**src/rtl/rr_mux_arbiter_pkg.sv**
```systemverilog
// Shared definitions for the round-robin mux arbiter: port count, select and
// hold-counter widths, FSM state encoding and the arbitration result type.
package rr_mux_arbiter_pkg;

    localparam int N_REQ  = 4;
    localparam int SEL_W  = 2;
    localparam int HOLD_W = 8;

    typedef enum logic {
        IDLE = 1'b0,
        BUSY = 1'b1
    } arb_state_t;

    typedef struct packed {
        logic             found;
        logic [SEL_W-1:0] idx;
    } pick_t;

endpackage

```
**src/rtl/rr_mux_arbiter_mux4_w.sv**
```systemverilog
// WIDTH-bit 4:1 mux built as two levels of 2:1 selection.
module mux4_w
    import rr_mux_arbiter_pkg::*;
#(
    parameter int WIDTH = 1
) (
    input  logic [N_REQ*WIDTH-1:0] d,
    input  logic [SEL_W-1:0]       sel,
    output logic [WIDTH-1:0]       y
);

    logic [WIDTH-1:0] lo_pair;
    logic [WIDTH-1:0] hi_pair;

    assign lo_pair = sel[0] ? d[1*WIDTH +: WIDTH] : d[0*WIDTH +: WIDTH];
    assign hi_pair = sel[0] ? d[3*WIDTH +: WIDTH] : d[2*WIDTH +: WIDTH];
    assign y       = sel[1] ? hi_pair : lo_pair;

endmodule

```
**src/rtl/rr_mux_arbiter.sv**
```systemverilog
// Round-robin arbiter sharing one 4:1 data mux between four requesters, with a
// per-grant hold limit so a busy owner cannot starve the other ports.
//
//  state | meaning
//  IDLE  | no owner; gnt=0, arbitrate from ptr whenever any req is high
//  BUSY  | port sel owns the mux; hold until req drops or the hold limit hits
module rr_mux_arbiter
    import rr_mux_arbiter_pkg::*;
#(
    parameter int WIDTH    = 1,
    parameter int MAX_HOLD = 8
) (
    input  logic                   clk,
    input  logic                   rst_n,
    input  logic [N_REQ-1:0]       req,
    input  logic [N_REQ*WIDTH-1:0] d,
    output logic [N_REQ-1:0]       gnt,
    output logic [SEL_W-1:0]       sel,
    output logic [WIDTH-1:0]       y,
    output logic                   y_valid
);

    arb_state_t        state;
    logic [SEL_W-1:0]  ptr;
    logic [HOLD_W-1:0] hold_cnt;

    logic [SEL_W-1:0]  search_start;
    pick_t             pick;
    logic              release_grant;
    logic [WIDTH-1:0]  mux_y;

    // First requester at or after start, wrapping; start itself is checked first.
    function automatic pick_t rr_search(input logic [N_REQ-1:0] r,
                                        input logic [SEL_W-1:0] start);
        pick_t            p;
        logic [SEL_W-1:0] idx;
        p = '0;
        for (int k = N_REQ - 1; k >= 0; k--) begin
            idx = start + SEL_W'(k);
            if (r[idx]) begin
                p.found = 1'b1;
                p.idx   = idx;
            end
        end
        return p;
    endfunction

    // On release the search starts just past the owner, so the owner is
    // considered last and wins again only if it still requests.
    always_comb begin
        search_start  = (state == BUSY) ? sel + SEL_W'(1) : ptr;
        pick          = rr_search(req, search_start);
        release_grant = !req[sel] || (hold_cnt == HOLD_W'(MAX_HOLD - 1));
    end

    always_ff @(posedge clk) begin
        if (!rst_n) begin
            state    <= IDLE;
            gnt      <= '0;
            sel      <= '0;
            ptr      <= '0;
            hold_cnt <= '0;
        end else begin
            case (state)
                IDLE: begin
                    if (pick.found) begin
                        state    <= BUSY;
                        gnt      <= N_REQ'(1) << pick.idx;
                        sel      <= pick.idx;
                        hold_cnt <= '0;
                    end
                end
                BUSY: begin
                    if (release_grant) begin
                        ptr <= sel + SEL_W'(1);
                        if (pick.found) begin
                            gnt      <= N_REQ'(1) << pick.idx;
                            sel      <= pick.idx;
                            hold_cnt <= '0;
                        end else begin
                            state <= IDLE;
                            gnt   <= '0;
                        end
                    end else begin
                        hold_cnt <= hold_cnt + HOLD_W'(1);
                    end
                end
                default: begin
                    state <= IDLE;
                    gnt   <= '0;
                end
            endcase
        end
    end

    mux4_w #(.WIDTH(WIDTH)) u_mux (
        .d   (d),
        .sel (sel),
        .y   (mux_y)
    );

    assign y_valid = |gnt;
    assign y       = mux_y & {WIDTH{y_valid}};

endmodule

```
**config.mk**
```make
export PLATFORM = sky130hd
export DESIGN_NAME = rr_mux_arbiter
export DESIGN_NICKNAME = d
export VERILOG_FILES = /design/src/rtl/rr_mux_arbiter_pkg.sv /design/src/rtl/rr_mux_arbiter_mux4_w.sv /design/src/rtl/rr_mux_arbiter.sv
export SDC_FILE = /design/constraint.sdc
export NUM_CORES = 1
export LEC_CHECK = 0
export ABC_AREA = 1
export BUFFER_PORTS_ARGS = -buffer_cell sky130_fd_sc_hd__buf_2
export CORE_MARGIN = 3
export CORE_UTILIZATION = 38
export DETAILED_ROUTE_END_ITERATION = 8
export PLACE_DENSITY_LB_ADDON = 0.1
export SLEW_MARGIN = 20
export SYNTH_ARGS = -nofsm -noshare
export SYNTH_HDL_FRONTEND = slang
export SYNTH_SLANG_ARGS = --single-unit
```
**constraint.sdc**
```tcl
create_clock -name clk -period 1.55 [get_ports clk]
set_clock_uncertainty 0.05 [all_clocks]
set_input_delay 0 -clock clk [delete_from_list [all_inputs] [get_ports clk]]
set_output_delay 0 -clock clk [all_outputs]
set_load 0.02 [all_outputs]
```
==> run metrics <==
status complete, but fails checks; violated checks negative setup slack; Clock H-tree levels 1; hold_sp rst_n; TritonCTS clock tree yes; global route overflow 0; Achievable Freq 0.611 GHz; peak supply drop 0.587 mV; R2R Path Start hold_cnt[0]$_SDFF_PN0_; initial drt markers 39; post-synthesis compound-gate area fraction 0.124; core outline area 2900 um^2; Synth Area in Adders 0.0104; Pre-Repair DR Iteration Count 4; count of pins over their slew limit 0; Syn Inst Count 186; share of cells above drive strength 1 0.450; DRC 0; WL final 3.30 mm; largest net degree at the start of global routing 11; max cap viols 0; die height 62.4 um; fin cells 273; CP startpoint kind flip-flop; syn avg cell area 6.49 um^2; Synth Register Bits 17; Global Route Usage Sum 0.177; final hold viol count 0; vias in the first global route 1,351; Worst-Margin Slew 0.355 ns; average vias per placed instance 4.92; # IOs 18; mux share of post-synthesis cell area 0; final net count 243; Worst Setup SP hold_cnt[0]$_SDFF_PN0_; die area 3890 um^2; Worst Path Required 1.69 ns; worst setup path class flip-flop to flip-flop; fin crit period 1.64 ns; pre-CTS setup slack -0.119 ns; P_leak 0.833 nW; Setup crit end kind flip-flop; Sum Neg Setup Slack -0.306 ns; Root Driver clkbuf_4; Final period util 1.06; first-pass GRT wire length 5.68 mm; synth warn 0; worst skew pair latency 0.30 ns; CP arrival 1.78 ns; Die Width 62.4 um; post-synthesis sequential area ratio 0.282; worst relative slew slack 0.763; setup ws final -0.0858 ns; Final ANT Viol Nets 0; Cell Area, Synth 1210 um^2; I/O Buffers 17; Hold Path Class primary input to flip-flop; Cell Rows 19; per-cell routed wire length 12.1 um; synthesis-to-finish area growth 43.3%; Power Density 1330 nW/um^2; ant diodes 0; DP HPWL 2.42 mm; Initial Util 0.416; Sink Count 17; xor/xnor share of the synthesized area 0; setup violators final 7; Reg clk slew, reported paths 0.10 ns; CTS Buf Count 3; Yosys cell types 28; Placer Congestion 0.792; Pwr Total 0.00231 W; Placed Instances 263; worst-path maximum fanout 5; largest family of logic cells by synthesized area simple AND/OR/NAND/NOR gates; clk buf depth 2; routed via count 1,342; syn_nets 197; RSZ-0062 raised after global routing true; initial antenna violation count 0; simple-gate area share of the yosys netlist 0.468
## worst max-delay path: stages (launching register included)
cell and delay, ns:
dfxtp_2 0.35, ha_4 0.17, nand2_4 0.06, nor3_2 0.04, nand2_1 0.08, nand2_2 0.10
nor2_4 0.18, inv_2 0.07, nand2_4 0.11, nand2_4 0.09, nand3_2 0.08, nor2_1 0.05
nor2_1 0.08, nor2_1 0.04
## what timing repair did
action	CTS	global route
endpoints found under the setup margin	12	15
hold buffers	4	0
setup buffers	2	0
endpoints found under the hold margin	3	0
pin swaps	10	7
resized for setup	25	27
## metal layers
metal | track usage | wire [um]
met4 | 0.0523 | 46
met3 | 0.0396 | 80
met2 | 0.321 | 1720
met5 | 0 | 0
met1 | 0.206 | 1450
## worst paths after layout
path | to | slack [ns] | cells past startpoint
max | gnt[0]$_SDFFE_PN0P_ | -0.09 | 13
min | gnt[0]$_SDFFE_PN0P_ | 0.09 | 3
max reg2reg | gnt[0]$_SDFFE_PN0P_ | -0.09 | 13
min reg2reg | gnt[1]$_SDFFE_PN0P_ | 0.43 | 2
## layout make-up
class,instances,area (um^2)
well taps,42,52.6
clock inverters,1,5.00
repair buffers,44,312
clock buffers,3,22.5
multi-input cells,138,862
flip-flops and latches,17,352
inverters,28,125
fillers,305,1170
## report_power, final
group	switching [W]	internal [W]
clock	0.000146	0.0000961
combinational	0.000872	0.000587
sequential	0.0000856	0.000524
## cell families (layout without fill, tap and decap cells)
family	Yosys count	after routing
AOI/OAI and AO/OA	28	28
buffers and inverters	31	76
DFF	17	17
adders and majority gates	1	1
and+or+nand+nor	109	109
## Yosys cell counts (all sizes together)
| cell type | n | area (um^2) |
|---|---|---|
| nand2 | 64 | 317 |
| inv | 27 | 109 |
| nand3 | 21 | 133 |
| dfxtp | 17 | 340 |
| nor2 | 16 | 67.6 |
| a21oi | 12 | 60.1 |
| o21ai | 11 | 55.1 |
| nand4 | 3 | 18.8 |
| o211ai | 3 | 22.5 |
| buf | 2 | 22.5 |
| nor3 | 2 | 10.0 |
| o22ai | 2 | 12.5 |
| clkbuf | 1 | 3.75 |
| clkinv | 1 | 3.75 |
| ha | 1 | 12.5 |
| nand3b | 1 | 7.51 |
| nor4 | 1 | 6.26 |
| or2 | 1 | 6.26 |
## cells in the final DEF, fill, tap and decap left out, types with 3 or more instances in the layout
master / instances
o211ai_1: 3
nand3_1: 14
o21ai_1: 3
nand2_4: 7
a21oi_1: 8
buf_2: 16
dfxtp_1: 12
buf_6: 3
a21oi_2: 4
nand3_2: 6
inv_1: 22
nand2_1: 35
dlygate4sd3_1: 4
nor2_1: 13
nand4_1: 3
o21ai_0: 5
dfxtp_2: 3
o21ai_2: 3
clkbuf_4: 3
buf_4: 21
nand2_2: 20
## state kept, by name, summed over array words and instances, names as in the netlist
signal    flops
gnt           4
hold_cnt      8
ptr           2
sel           2
state         1
## stage by stage
stage	hold WS [ns]	utilization	instance area [um^2]
2_1_floorplan	0.106	-	1210
4_1_cts	0.0692	0.568	1650
5_1_grt	0.101	0.597	1730
3_5_place_dp	0.297	0.510	1480
3_3_place_gp	0.294	0.510	1480
6_report	0.0880	0.597	1730
No activity file was read; power rests on OpenSTA's default activity.
